### src/rtl/instruction_fetch_unit.sv
// ============================================================================
// Module   : instruction_fetch_unit
// Function : Fetch stage of the 8-bit core. It assembles 1- or 2-byte
//            instructions from a combinational 32-byte instruction memory and
//            hands each one to decode over a valid/ready handshake.
// Option   : FETCH_PERF_EN adds the saturating perf_issued transfer counter.
// Revision : 1.0 - initial release
// ============================================================================
`default_nettype none

module instruction_fetch_unit #(
  parameter logic [4:0]  RESET_PC      = 5'd0,
  parameter logic [15:0] TWO_BYTE_MASK = 16'h003C
) (
  input  logic       clk,
  input  logic       reset,
  output logic [4:0] imem_addr,
  input  logic [7:0] imem_data,
  input  logic       fetch_en,
  input  logic       branch_taken,
  input  logic [4:0] branch_target,
  output logic       instr_valid,
  input  logic       instr_ready,
  output logic [7:0] instr_opcode,
  output logic [7:0] instr_operand,
  output logic       instr_len2,
  output logic [4:0] instr_pc
`ifdef FETCH_PERF_EN
  ,
  output logic [15:0] perf_issued
`endif
);

  typedef enum logic [1:0] {
    FETCH_OP  = 2'd0,
    FETCH_ARG = 2'd1,
    HOLD      = 2'd2
  } state_t;

  state_t     state_q, state_d;
  logic [4:0] pc_q, pc_d;
  logic       valid_q, valid_d;
  logic [7:0] opcode_q, opcode_d;
  logic [7:0] operand_q, operand_d;
  logic       len2_q, len2_d;
  logic [4:0] ipc_q, ipc_d;

  logic w_is2;
  logic w_xfer;
  logic w_latch_op;

  assign w_is2  = TWO_BYTE_MASK[imem_data[7:4]];
  assign w_xfer = valid_q & instr_ready;

  always_comb begin
    state_d    = state_q;
    pc_d       = pc_q;
    valid_d    = valid_q;
    opcode_d   = opcode_q;
    operand_d  = operand_q;
    len2_d     = len2_q;
    ipc_d      = ipc_q;
    w_latch_op = 1'b0;

    // A redirect wins over every fetch action; a concurrent transfer is
    // still consumed because valid simply drops.
    if (branch_taken) begin
      pc_d    = branch_target;
      valid_d = 1'b0;
      state_d = FETCH_OP;
    end else begin
      case (state_q)
        FETCH_OP: begin
          if (fetch_en) begin
            w_latch_op = 1'b1;
          end
        end
        FETCH_ARG: begin
          if (fetch_en) begin
            operand_d = imem_data;
            len2_d    = 1'b1;
            pc_d      = pc_q + 5'd1;
            valid_d   = 1'b1;
            state_d   = HOLD;
          end
        end
        HOLD: begin
          if (w_xfer) begin
            if (fetch_en) begin
              w_latch_op = 1'b1;
            end else begin
              valid_d = 1'b0;
              state_d = FETCH_OP;
            end
          end
        end
        default: begin
          valid_d = 1'b0;
          state_d = FETCH_OP;
        end
      endcase
    end

    // Opcode capture is shared by FETCH_OP and the back-to-back path in HOLD.
    if (w_latch_op) begin
      opcode_d = imem_data;
      ipc_d    = pc_q;
      pc_d     = pc_q + 5'd1;
      if (w_is2) begin
        valid_d = 1'b0;
        state_d = FETCH_ARG;
      end else begin
        operand_d = 8'h00;
        len2_d    = 1'b0;
        valid_d   = 1'b1;
        state_d   = HOLD;
      end
    end
  end

  always_ff @(posedge clk or posedge reset) begin
    if (reset) begin
      state_q   <= FETCH_OP;
      pc_q      <= RESET_PC;
      valid_q   <= 1'b0;
      opcode_q  <= 8'h00;
      operand_q <= 8'h00;
      len2_q    <= 1'b0;
      ipc_q     <= 5'd0;
    end else begin
      state_q   <= state_d;
      pc_q      <= pc_d;
      valid_q   <= valid_d;
      opcode_q  <= opcode_d;
      operand_q <= operand_d;
      len2_q    <= len2_d;
      ipc_q     <= ipc_d;
    end
  end

  assign imem_addr     = pc_q;
  assign instr_valid   = valid_q;
  assign instr_opcode  = opcode_q;
  assign instr_operand = operand_q;
  assign instr_len2    = len2_q;
  assign instr_pc      = ipc_q;

`ifdef FETCH_PERF_EN
  logic [15:0] perf_q, perf_d;

  always_comb begin
    perf_d = perf_q;
    if (w_xfer && (perf_q != 16'hFFFF)) begin
      perf_d = perf_q + 16'd1;
    end
  end

  always_ff @(posedge clk or posedge reset) begin
    if (reset) begin
      perf_q <= 16'h0000;
    end else begin
      perf_q <= perf_d;
    end
  end

  assign perf_issued = perf_q;
`endif

endmodule

`default_nettype wire

### config.mk
export PLATFORM = sky130hd
export DESIGN_NAME = instruction_fetch_unit
export DESIGN_NICKNAME = d
export VERILOG_FILES = /design/src/rtl/instruction_fetch_unit.sv
export SDC_FILE = /design/constraint.sdc
export NUM_CORES = 1
export LEC_CHECK = 0
export ABC_AREA = 1
export CAP_MARGIN = 5
export CORE_UTILIZATION = 50
export CTS_BUF_LIST = sky130_fd_sc_hd__clkbuf_2 sky130_fd_sc_hd__clkbuf_4 sky130_fd_sc_hd__clkbuf_8
export DETAILED_ROUTE_END_ITERATION = 6
export DONT_BUFFER_PORTS = 1
export PLACE_DENSITY = 0.74
export SLEW_MARGIN = 20
export SYNTH_ARGS = -nofsm -noshare
export SYNTH_HDL_FRONTEND = slang
export SYNTH_SLANG_ARGS = --single-unit
### constraint.sdc
create_clock -name clk -period 2.5 [get_ports clk]
set_clock_uncertainty 0.15 [all_clocks]
set_input_delay 0.5 -clock clk [delete_from_list [all_inputs] [get_ports clk]]
set_output_delay 0.5 -clock clk [all_outputs]
set_load 0.03 [all_outputs]
### Yosys cells after proc, flatten, opt, wreduce, memory -nomap -nowiden

Memory sizes are Yosys's and may differ from the RTL's.
Index checks and enable logic that the tools add are counted.

* reduce and logical (&&, ||, !) cells: 5
* magnitude comparators: 1
* add/sub/neg operators: 1
* mux-type cells: 33
* bitwise operators: 1
* equality and inequality tests: 6

Operator list (number)
* two-way mux 8 bit: 5
* two-way mux 5 bit: 4
* two-way mux 1 bit: 15
* two-way mux 2 bit: 6
* != test 4 bit (second input constant): 3
* one-hot mux 2 bit (3 select lines): 1
* nonzero test 3 bit: 2
* adder 5 x 1 -> 5 bit (second input constant): 1
* less-than comparator 4 x 5 -> 1 bit (second input constant): 1
* AND reduction 4 bit: 1
* != test 3 bit (second input constant): 1
* one-hot mux 1 bit (3 select lines): 1
* == test 2 x 1 -> 1 bit (second input constant): 1
* == test 2 bit (second input constant): 1
* zero test 2 bit: 1
* one-hot mux 1 bit (2 select lines): 1
* AND reduction 2 bit: 1
* AND 1 bit: 1

* output and inout port bits: 28
* bits of input ports: 18
* word-level logic and storage cells: 55
* flip-flop bits (word level): 30
* memory bits (read-only): 16
* memories kept: 1

Memories
* (no name shown): words 16, width 1, rd ports 1, clocked after Yosys merged registers in 0, write ports 0, RTL line 52 `assign w_is2 = TWO_BYTE_MASK[imem_data[7:4]];`

### Longest topological paths before layout

Gate-level depths: netlist of run 1.

* depth after elaboration: 6
* depth in mapped cells: 9

### Least setup slack after synthesis of run 1

No wires, ideal clock.

* kind: flip-flop to flip-flop
* start: register pc_q[0], in the netlist imem_addr[0]
* end: register pc_q[2], in the netlist imem_addr[2]
* arrival time: 1.268 ns
* cell stages (with the launch flop): 7
* slack: 0.965 ns
* period minus slack after synthesis: 1.535 ns
* data required time: 2.233 ns
* path through: dfrtp_1 > ha_1 > or2_2 > nand3_1 > nand2_1 > nand2_1 > nand2_1

* longest elaborated chain between the ends: 5

RTL lines
* start: declaration: RTL line 41 `logic [4:0] pc_q, pc_d;`
* start signal: assignment: RTL line 132 `pc_q <= pc_d;`
* adder 5 x 1 -> 5 bit (*): RTL line 82, 108
* two-way mux 5 bit: RTL line 79 `if (fetch_en) begin`
* two-way mux 5 bit: RTL line 72 `case (state_q)`
* two-way mux 5 bit: RTL line 67 `if (branch_taken) begin`
* two-way mux 5 bit (*): RTL line 105 `if (w_latch_op) begin`

Every way passes the cells marked *; elsewhere a longest branch is shown, timed or not. The select of a mux whose other input is x is not followed.
A chain may end at the register's enable or synchronous reset.

### Worst setup path in the final report of run 1

* start: register valid_q, in the netlist instr_valid
* end: register operand_q[4], in the netlist instr_operand[4]

* longest elaborated chain between the ends: 5

RTL lines
* start: declaration: RTL line 42 `logic valid_q, valid_d;`
* start signal: assignment: RTL line 133 `valid_q <= valid_d;`
* AND 1 bit: RTL line 53 `assign w_xfer = valid_q & instr_ready;`
* two-way mux 1 bit: RTL line 88 `if (w_xfer) begin`
* one-hot mux 1 bit (2 select lines): RTL line 72
* two-way mux 1 bit: RTL line 67
* two-way mux 8 bit: RTL line 105
* named net operand_d[4]: RTL line 44 `logic [7:0] operand_q, operand_d;`
* end signal: assignment: RTL line 135 `operand_q <= operand_d;`
* end: declaration: RTL line 44

The timed path passes the listed nets, and every way through them passes these cells.

==> impl_metrics.toml, run 1 <==
[cts]
htreeDepth = 2
cts_made_buffers = 5
cts-resized-gates = 0
clock_sinks = 29
root_buffer = "clkbuf_4"
cts_tree = "yes"
path_clk_slew_ns = 0.09
clk_path_buf_depth = 2
clk_latency_ns = 0.32

[setup_path]
slowest_stage = "dfrtp_1"
path_cells = "nor2_1 -> nand3_1 -> inv_1 -> nand2_1 -> nand2_1 -> nand2_1 -> inv_1"
r2r_slack_ns = 0.71
reg2reg_from = "instr_valid"
path_max_fanout = 13
cp-end-kind = "flop"
arrival_ns = 1.91
critPathMaxStageDelay_ns = 0.53
critPathKind = "reg -> reg"
worstReg2RegEnd = "instr_operand[4]"
reg2regPathDepth = 7
startpoint_type = "flop"
worstPathRequired_ns = 2.62
path_common_cell = "nand2_1"

[grt]
grt_max_degree = 30
grt_antenna_before_repair = 0
grt_pass1_vias = 974
grt_overflow = 0
grtUsageTotal_pct = 20.9
grt_pass1_wl_mm = 4.31

[synth]
ys_types = 19
synth-compound-area-share_pct = 6.47
synthCells = 180
synth_most_common_cell = "nand2_1"
synth_common_cells = "83 x nand2_1, 29 x dfrtp_1, 22 x inv_1, 10 x nand3_1, 6 x o21ai_2"
async_flop_share_pct = 100
synth_top_family_by_area = "simple AND/OR/NAND/NOR gates"
synth.largest_area_cell = "dfrtp_1"
synth_ff_type = "dfrtp_1"
ys_ff_latch = 29
syn_nets = 199
ys_warn_count = 0
synth-xor-area-share_pct = 0
synth_area_mm2 = 0.00141
yosys.area_share.simple_pct = 32.0
synth_edf_count = 0
synthMuxAreaShare_pct = 0
synth_fa_ha_area_share_pct = 0.886
seq_area_frac_synth_pct = 51.4
synth_top_area_share_pct = 51.4
netlist_top_cells_area = "dfrtp_1 51%, nand2_1 22%, inv_1 5.8%, o21ai_2 3.7%, nand3_1 3.5%"
postSynthAreaPerCell_um2 = 7.85

[timing]
worst_pin_slew_ns = 0.496
worst_slack_ns = 0.705
grt_setup_unrepaired = "no"
hold_viol = 0
period_needed_ns = 1.79
slew_viol_final = 0
timing.setup.tns_ns = 0
slew_headroom_pct = 67.0
fmax_ghz = 0.557
setup_viol = 0
min_period_over_period_pct = 71.8

[place]
port_buffers = 0
gp_congestion = 0.762
pre_cts_slack_ns = 0.724
place_area_mm2 = 0.00142
dpl.hpwl_mm = 2.05

[floorplanning]
ios = 46
core_area_mm2 = 0.00257
dieArea_mm2 = 0.00304
placementRows = 18
die_h_um = 55.2
die_x_um = 55.2
start_util_pct = 55.0

[routing]
drt-total-wl_mm = 2.72
ant_nets = 0
wire_per_inst_um = 12.6
routed_via_density = 5.14
vias = 1105
drtPass1Iterations = 4
drt-initial-drc-count = 18
drc_errors = 0

[min_path]
min_path_type = "in -> reg"
holdPathEnd = "instr_opcode[1]"
hold_path_depth = 2
min_from = "imem_data[1]"

[cells_and_area]
nFillCells = 253
final_layout_size_suffix_gt1_share_pct = 12.4
syn2layout_area_growth_pct = 5.93
final_nets = 203
regArea_um2 = 726
final_core_util_pct = 58.3
fin_area_mm2 = 0.00150
multiInputGateArea_um2 = 556
antennaDiodeCount = 0

[status]
status = "completed"

[power]
cellPowerDensity_mw_per_mm2 = 817
ir_drop_uv = 523
p_leak_uw = 0.000877

[run]
maxCapViolations = 0
worst max path at each step:
stage | from | endpoint | slack (ns) | cells past startpoint
3_5_place_dp | instr_valid | instr_operand[3] | 0.72 | 7
3_3_place_gp | instr_valid | instr_operand[2] | 0.80 | 7
5_1_grt | instr_valid | instr_operand[1] | 0.58 | 7
6_report | instr_valid | instr_operand[4] | 0.71 | 7
2_1_floorplan | imem_addr[0] | imem_addr[2] | 0.96 | 6
4_1_cts | instr_valid | instr_operand[3] | 0.71 | 7
state kept, by name, summed over array words and instances (netlist names):
name and flops:
instr_pc 5, state_q 1, instr_len2 1, imem_addr 5, instr_opcode 8, instr_operand 8, instr_valid 1
critical path: cells and delay by family, from the launching register on:
family	cells	cell delay, ns
AND/OR/NAND/NOR	5	0.77
flip-flops	1	0.53
buffers and inverters	2	0.30
where the power goes:
part	leakage [uW]	internal, uW	switching [uW]
Sequential	0.000373	535	208
Combinational	0.000462	62.2	98.4
Clock	0.0000413	163	156
Total	0.000877	760	462
logic make-up (layout without fill, tap and decap cells):
family          after synthesis  count (layout)
simple gates                108             108
compound gates               13              13
fa+ha+maj                     1               1
flops                        29              29
buf+inv                      29              34
through the flow:
step                      hold slack (ns)  total power (uW)  instances
after floorplan                     0.377               876        180
after global placement              0.330               905        206
after detailed placement            0.329               916        206
after CTS                           0.127              1230        215
after global routing                0.130              1300        215
final                               0.137              1220        215
per-layer routing:
metal / GRT usage (%) / share of wire (%) / vias up
li1: - / - / 561
met1: 23.7 / 41 / 503
met2: 34.5 / 49 / 35
met3: 8.74 / 8.3 / 6
met4: 8.75 / 1.6 / 0
met5: 0 / 0 / -
placed cells by master, fill, tap and decap left out, types with 3 or more instances in the layout:
cell type,n
nand2_1,83
nor2_1,5
clkbuf_4,5
nand3_1,10
nand4_1,4
inv_1,22
dfrtp_1,29
o21ai_2,6
or2_2,3
o21ai_0,5
layout make-up:
| class | count | area share, % |
|---|---|---|
| clock buffers | 7 | 4.35 |
| clock inverters | 1 | 0.334 |
| inverters | 24 | 6.02 |
| multi-input cells | 122 | 37.1 |
| flip-flops and latches | 29 | 48.5 |
| well taps | 30 | 2.51 |
| repair buffers | 2 | 1.17 |
repair_timing:
action,4_1_cts,5_1_grt
endpoints found under the setup margin,0,0
setup buffers,0,0
hold endpoints to repair,29,0
hold buffers,1,0
Power figures use the tool's default switching activity.
==> inputs of run 2 (changes only) <==
==> constraint.sdc (replaced) <==
create_clock -name clk -period 1.85 [get_ports clk]
set_clock_uncertainty 0.15 [all_clocks]
set_input_delay 0.37 -clock clk [delete_from_list [all_inputs] [get_ports clk]]
set_output_delay 0.37 -clock clk [all_outputs]
set_load 0.03 [all_outputs]
==> impl_metrics.toml, run 2 (synthesized netlist as in run 1, its figures left out) <==
[power]
ir_drop_uv = 691
p_int_uw = 1020
sw_frac_of_total_pct = 38.4
clkPwrFrac_pct = 24.9
cellPowerDensity_mw_per_mm2 = 1080
p_sw_uw = 634
pwr-share-comb_pct = 16.6
p_leak_uw = 0.000894
seqPwrFrac_pct = 58.5

[setup_path]
critPathKind = "reg -> reg"
startpoint_type = "flop"
path_max_fanout = 13
reg2regPathDepth = 8
worstPathRequired_ns = 1.97
cp-end-kind = "flop"
arrival_ns = 1.74

[timing]
slew_viol_final = 0
slew_headroom_pct = 66.9
hold_viol = 0
grt_setup_unrepaired = "no"
timing.setup.tns_ns = 0
min_period_over_period_pct = 87.6
setup_viol = 0
fmax_ghz = 0.617
worst_slack_ns = 0.230
worst_pin_slew_ns = 0.497
period_needed_ns = 1.62

[grt]
grtUsageTotal_pct = 22.3
grt_antenna_before_repair = 0
grt_max_degree = 30
grt_pass1_vias = 1053
grt_pass1_wl_mm = 4.57
grt_overflow = 0

[routing]
wire_per_inst_um = 13.0
drt-initial-drc-count = 26
routed_via_density = 5.29
drt-total-wl_mm = 2.85
drtPass1Iterations = 4
ant_nets = 0
drc_errors = 0
vias = 1159

[place]
port_buffers = 0
dpl.hpwl_mm = 2.05
pre_cts_slack_ns = 0.272
gp_congestion = 0.777
place_area_mm2 = 0.00144
dp_cells = 209

[cells_and_area]
multiInputGateArea_um2 = 556
final_common_cell = "nand2_1"
final_layout_size_suffix_gt1_share_pct = 13.2
final_cell_mix = "83 x nand2_1, 29 x dfrtp_1, 22 x inv_1, 10 x nand3_1"
syn2layout_area_growth_pct = 8.15
nFillCells = 244
fin_area_mm2 = 0.00153
antennaDiodeCount = 0
final_core_util_pct = 59.5
regArea_um2 = 726
final_cells = 219
final_nets = 208

[floorplanning]
ios = 46
core_area_mm2 = 0.00257
die_h_um = 55.2
placementRows = 18
die_x_um = 55.2
dieArea_mm2 = 0.00304
start_util_pct = 55.0

[cts]
cts_made_buffers = 5
htreeDepth = 2
cts_tree = "yes"
clk_latency_ns = 0.33
cts_setup_buffers = 0
clk_path_buf_depth = 2
path_clk_slew_ns = 0.10
clock_sinks = 29
root_buffer = "clkbuf_4"

[run]
maxCapViolations = 0

[min_path]
min_path_type = "in -> reg"
hold_path_depth = 2

[status]
status = "completed"
-- run 2: through the flow --
stage	power (uW)	hold slack, ns
after CTS	1670	0.000983
final	1650	0.00842
after global routing	1750	0.00112
after detailed placement	1250	0.203
after global placement	1250	0.202
after floorplan	1180	0.298
-- run 2: routing by layer --
| layer | global-route usage [%] | up-vias | share of wire [%] |
|---|---|---|---|
| met4 | 7.92 | 0 | 2.0 |
| li1 | - | 571 | - |
| met5 | 0 | - | 0 |
| met1 | 25.9 | 533 | 40 |
| met3 | 11.7 | 10 | 10 |
| met2 | 34.9 | 45 | 48 |
-- run 2: path summary, 6_finish.rpt --
check / start / slack [ns] / endpoint
worst max-delay path: state_q[0] / 0.23 / instr_operand[3]
worst min-delay path: imem_data[1] / 0.008 / instr_opcode[1]
worst max register to register: state_q[0] / 0.23 / instr_operand[3]
worst min register to register: state_q[0] / 0.47 / instr_valid
max in group asynchronous: reset / 0.88 / instr_opcode[4]
min in group asynchronous: reset / 0.39 / imem_addr[0]
-- run 2: what timing repair did --
| item | 4_1_cts | 5_1_grt |
|---|---|---|
| resized for setup | 0 | 0 |
| hold buffers | 3 | 0 |
| setup endpoints to repair | 0 | 0 |
| hold endpoints to repair | 31 | 0 |
-- run 2: final cells by class --
type	count	share of cell area, %
Sequential cell	29	47.5
Multi-Input combinational cell	122	36.4
Inverter	24	5.90
Timing Repair Buffer	7	3.93
Clock buffer	7	3.85
Tap cell	30	2.46
-- run 2: worst max-delay path: stages, from the launching register on --
cell and delay, ns:
dfrtp_1 0.34, inv_1 0.08, nor2_1 0.17, nand3_1 0.34
inv_1 0.25, nand2_1 0.08, nand2_1 0.06, nand2_1 0.04
inv_1 0.05
-- run 2: power groups by stage --
stage / combinational (uW) / sequential, uW / clock [uW]
detailed placement: 272 / 982 / 0
global route: 320 / 987 / 442
CTS: 279 / 969 / 421
finish: 275 / 966 / 411
global placement: 266 / 980 / 0
floorplan: 199 / 986 / 0
==> inputs of run 3 (changes only) <==
--- a/config.mk
+++ b/config.mk
@@ -12,6 +12,7 @@
 export DETAILED_ROUTE_END_ITERATION = 6
 export DONT_BUFFER_PORTS = 1
 export PLACE_DENSITY = 0.74
+export REMOVE_ABC_BUFFERS = 1
 export SLEW_MARGIN = 20
 export SYNTH_ARGS = -nofsm -noshare
 export SYNTH_HDL_FRONTEND = slang
==> constraint.sdc (replaced) <==
create_clock -name clk -period 1.85 [get_ports clk]
set_clock_uncertainty 0.15 [all_clocks]
set_input_delay 0.37 -clock clk [delete_from_list [all_inputs] [get_ports clk]]
set_output_delay 0.37 -clock clk [all_outputs]
set_load 0.02 [all_outputs]
==> impl_metrics.toml, run 3 (synthesized netlist as in run 1, its figures left out) <==
[status]
status = "completed"

[run]
maxCapViolations = 0

[routing]
vias = 1119
wire_per_inst_um = 12.4
drt-total-wl_mm = 2.73
drc_errors = 0
ant_nets = 0
drt-initial-drc-count = 14
drtPass1Iterations = 4
routed_via_density = 5.09

[timing]
setup_viol = 0
worst_pin_slew_ns = 0.421
timing.setup.tns_ns = 0
fmax_ghz = 0.644
period_needed_ns = 1.55
slew_viol_final = 0
grt_setup_unrepaired = "no"
slew_headroom_pct = 71.9
hold_viol = 0
worst_slack_ns = 0.297
min_period_over_period_pct = 83.9

[grt]
grt_pass1_vias = 1011
grt_antenna_before_repair = 0
grt_max_degree = 30
grt_overflow = 0
grt_pass1_wl_mm = 4.35
grtUsageTotal_pct = 21.4

[min_path]
min_from = "imem_data[3]"
min_path_type = "in -> reg"

[cts]
path_clk_slew_ns = 0.09
cts_tree = "yes"
cts_made_buffers = 5
clk_path_buf_depth = 2
root_buffer = "clkbuf_4"
htreeDepth = 2
clock_sinks = 29
clk_latency_ns = 0.33

[setup_path]
arrival_ns = 1.62
cp_top_family = "simple AND/OR/NAND/NOR gates"
critPathBufInv = 2
worstPathRequired_ns = 1.91
crit_start = "instr_valid"
path_max_fanout = 20
critPathMaxStageDelay_ns = 0.39
path_cells = "buf_4 -> nand2_1 -> nand2_2 -> nor2_4 -> inv_2 -> nand2_1 -> o21ai_2"
reg2reg_from = "instr_valid"
startpoint_type = "flop"
path_common_cell = "nand2_1"
slowest_stage = "dfrtp_1"
cp-end-kind = "flop"
critPathKind = "reg -> reg"

[cells_and_area]
syn2layout_area_growth_pct = 8.68
final_layout_size_suffix_gt1_share_pct = 13.7
final_common_cell = "nand2_1"
fin_area_mm2 = 0.00154
nFillCells = 233
final_core_util_pct = 59.8
antennaDiodeCount = 0
final_cell_mix = "83 x nand2_1, 29 x dfrtp_1, 22 x inv_1, 10 x nand3_1, 6 x o21ai_2"
final_nets = 209

[floorplanning]
ios = 46
start_util_pct = 55.0
core_area_mm2 = 0.00257
die_h_um = 55.2
placementRows = 18
die_x_um = 55.2
dieArea_mm2 = 0.00304

[place]
place_area_mm2 = 0.00145
pre_cts_slack_ns = 0.299
gp_congestion = 0.734
dpl.hpwl_mm = 2.04
port_buffers = 0

[power]
sw_frac_of_total_pct = 35.7
ir_drop_uv = 766
cellPowerDensity_mw_per_mm2 = 1020
p_leak_uw = 0.000894
seqPwrFrac_pct = 58.1
pwr-share-comb_pct = 17.0
clkPwrFrac_pct = 24.9
p_int_uw = 1000
finalPower_uw = 1560
p_sw_uw = 557
==> run 3: cell count changes in the layout (fill, tap and decap cells not counted) <==
| cell | change |
|---|---|
| clkbuf_4 | -1 |
| buf_4 | +1 |
| clkinvlp_4 | +1 |
==> run 3: path summary, 6_finish.rpt <==
check,depth (start not counted),to,slack [ns]
hold / removal,2,instr_opcode[3],0.01
setup / recovery,7,instr_opcode[7],0.30
max in group asynchronous,3,imem_addr[4],0.89
min in group asynchronous,3,instr_pc[0],0.38
setup reg to reg,7,instr_opcode[7],0.30
hold reg to reg,3,instr_valid,0.43
==> run 3: what timing repair did <==
| action | in CTS | in global routing |
|---|---|---|
| gates resized for setup | 0 | 0 |
| hold endpoints to repair | 31 | 0 |
| buffers inserted | 0 | 0 |
| hold buffers | 3 | 0 |
==> run 3: stage by stage <==
| step | hold WS, ns | instances |
|---|---|---|
| 6_report | 0.0116 | 220 |
| 4_1_cts | 0.00382 | 220 |
| 3_5_place_dp | 0.198 | 210 |
| 5_1_grt | 0.00461 | 220 |
| 2_1_floorplan | 0.298 | 175 |
| 3_3_place_gp | 0.198 | 210 |
==> run 3: power groups by stage <==
stage	combinational [uW]	clock [uW]	sequential, uW
after floorplan	182	0	920
after global placement	252	0	918
after detailed placement	264	0	921
after CTS	270	401	909
after global routing	307	430	924
final	265	389	907
==> run 3: per-layer routing <==
metal | share of wire [%] | vias to the layer above | global-route usage (%)
li1 | - | 566 | -
met1 | 39 | 508 | 23.9
met2 | 50 | 37 | 34.5
met3 | 7.8 | 8 | 7.65
met4 | 2.6 | 0 | 13.8
met5 | 0 | - | 0
==> run 3: area by class of cell <==
type | instances | area, um2 | area share (%)
timing repair buffer | 8 | 67.6 | 4.40
clock inverter | 1 | 7.51 | 0.489
tap | 30 | 37.5 | 2.44
multi-input combinational | 122 | 556 | 36.2
clock buffer | 6 | 51.3 | 3.34
sequential | 29 | 726 | 47.3
inverter | 24 | 90.1 | 5.87
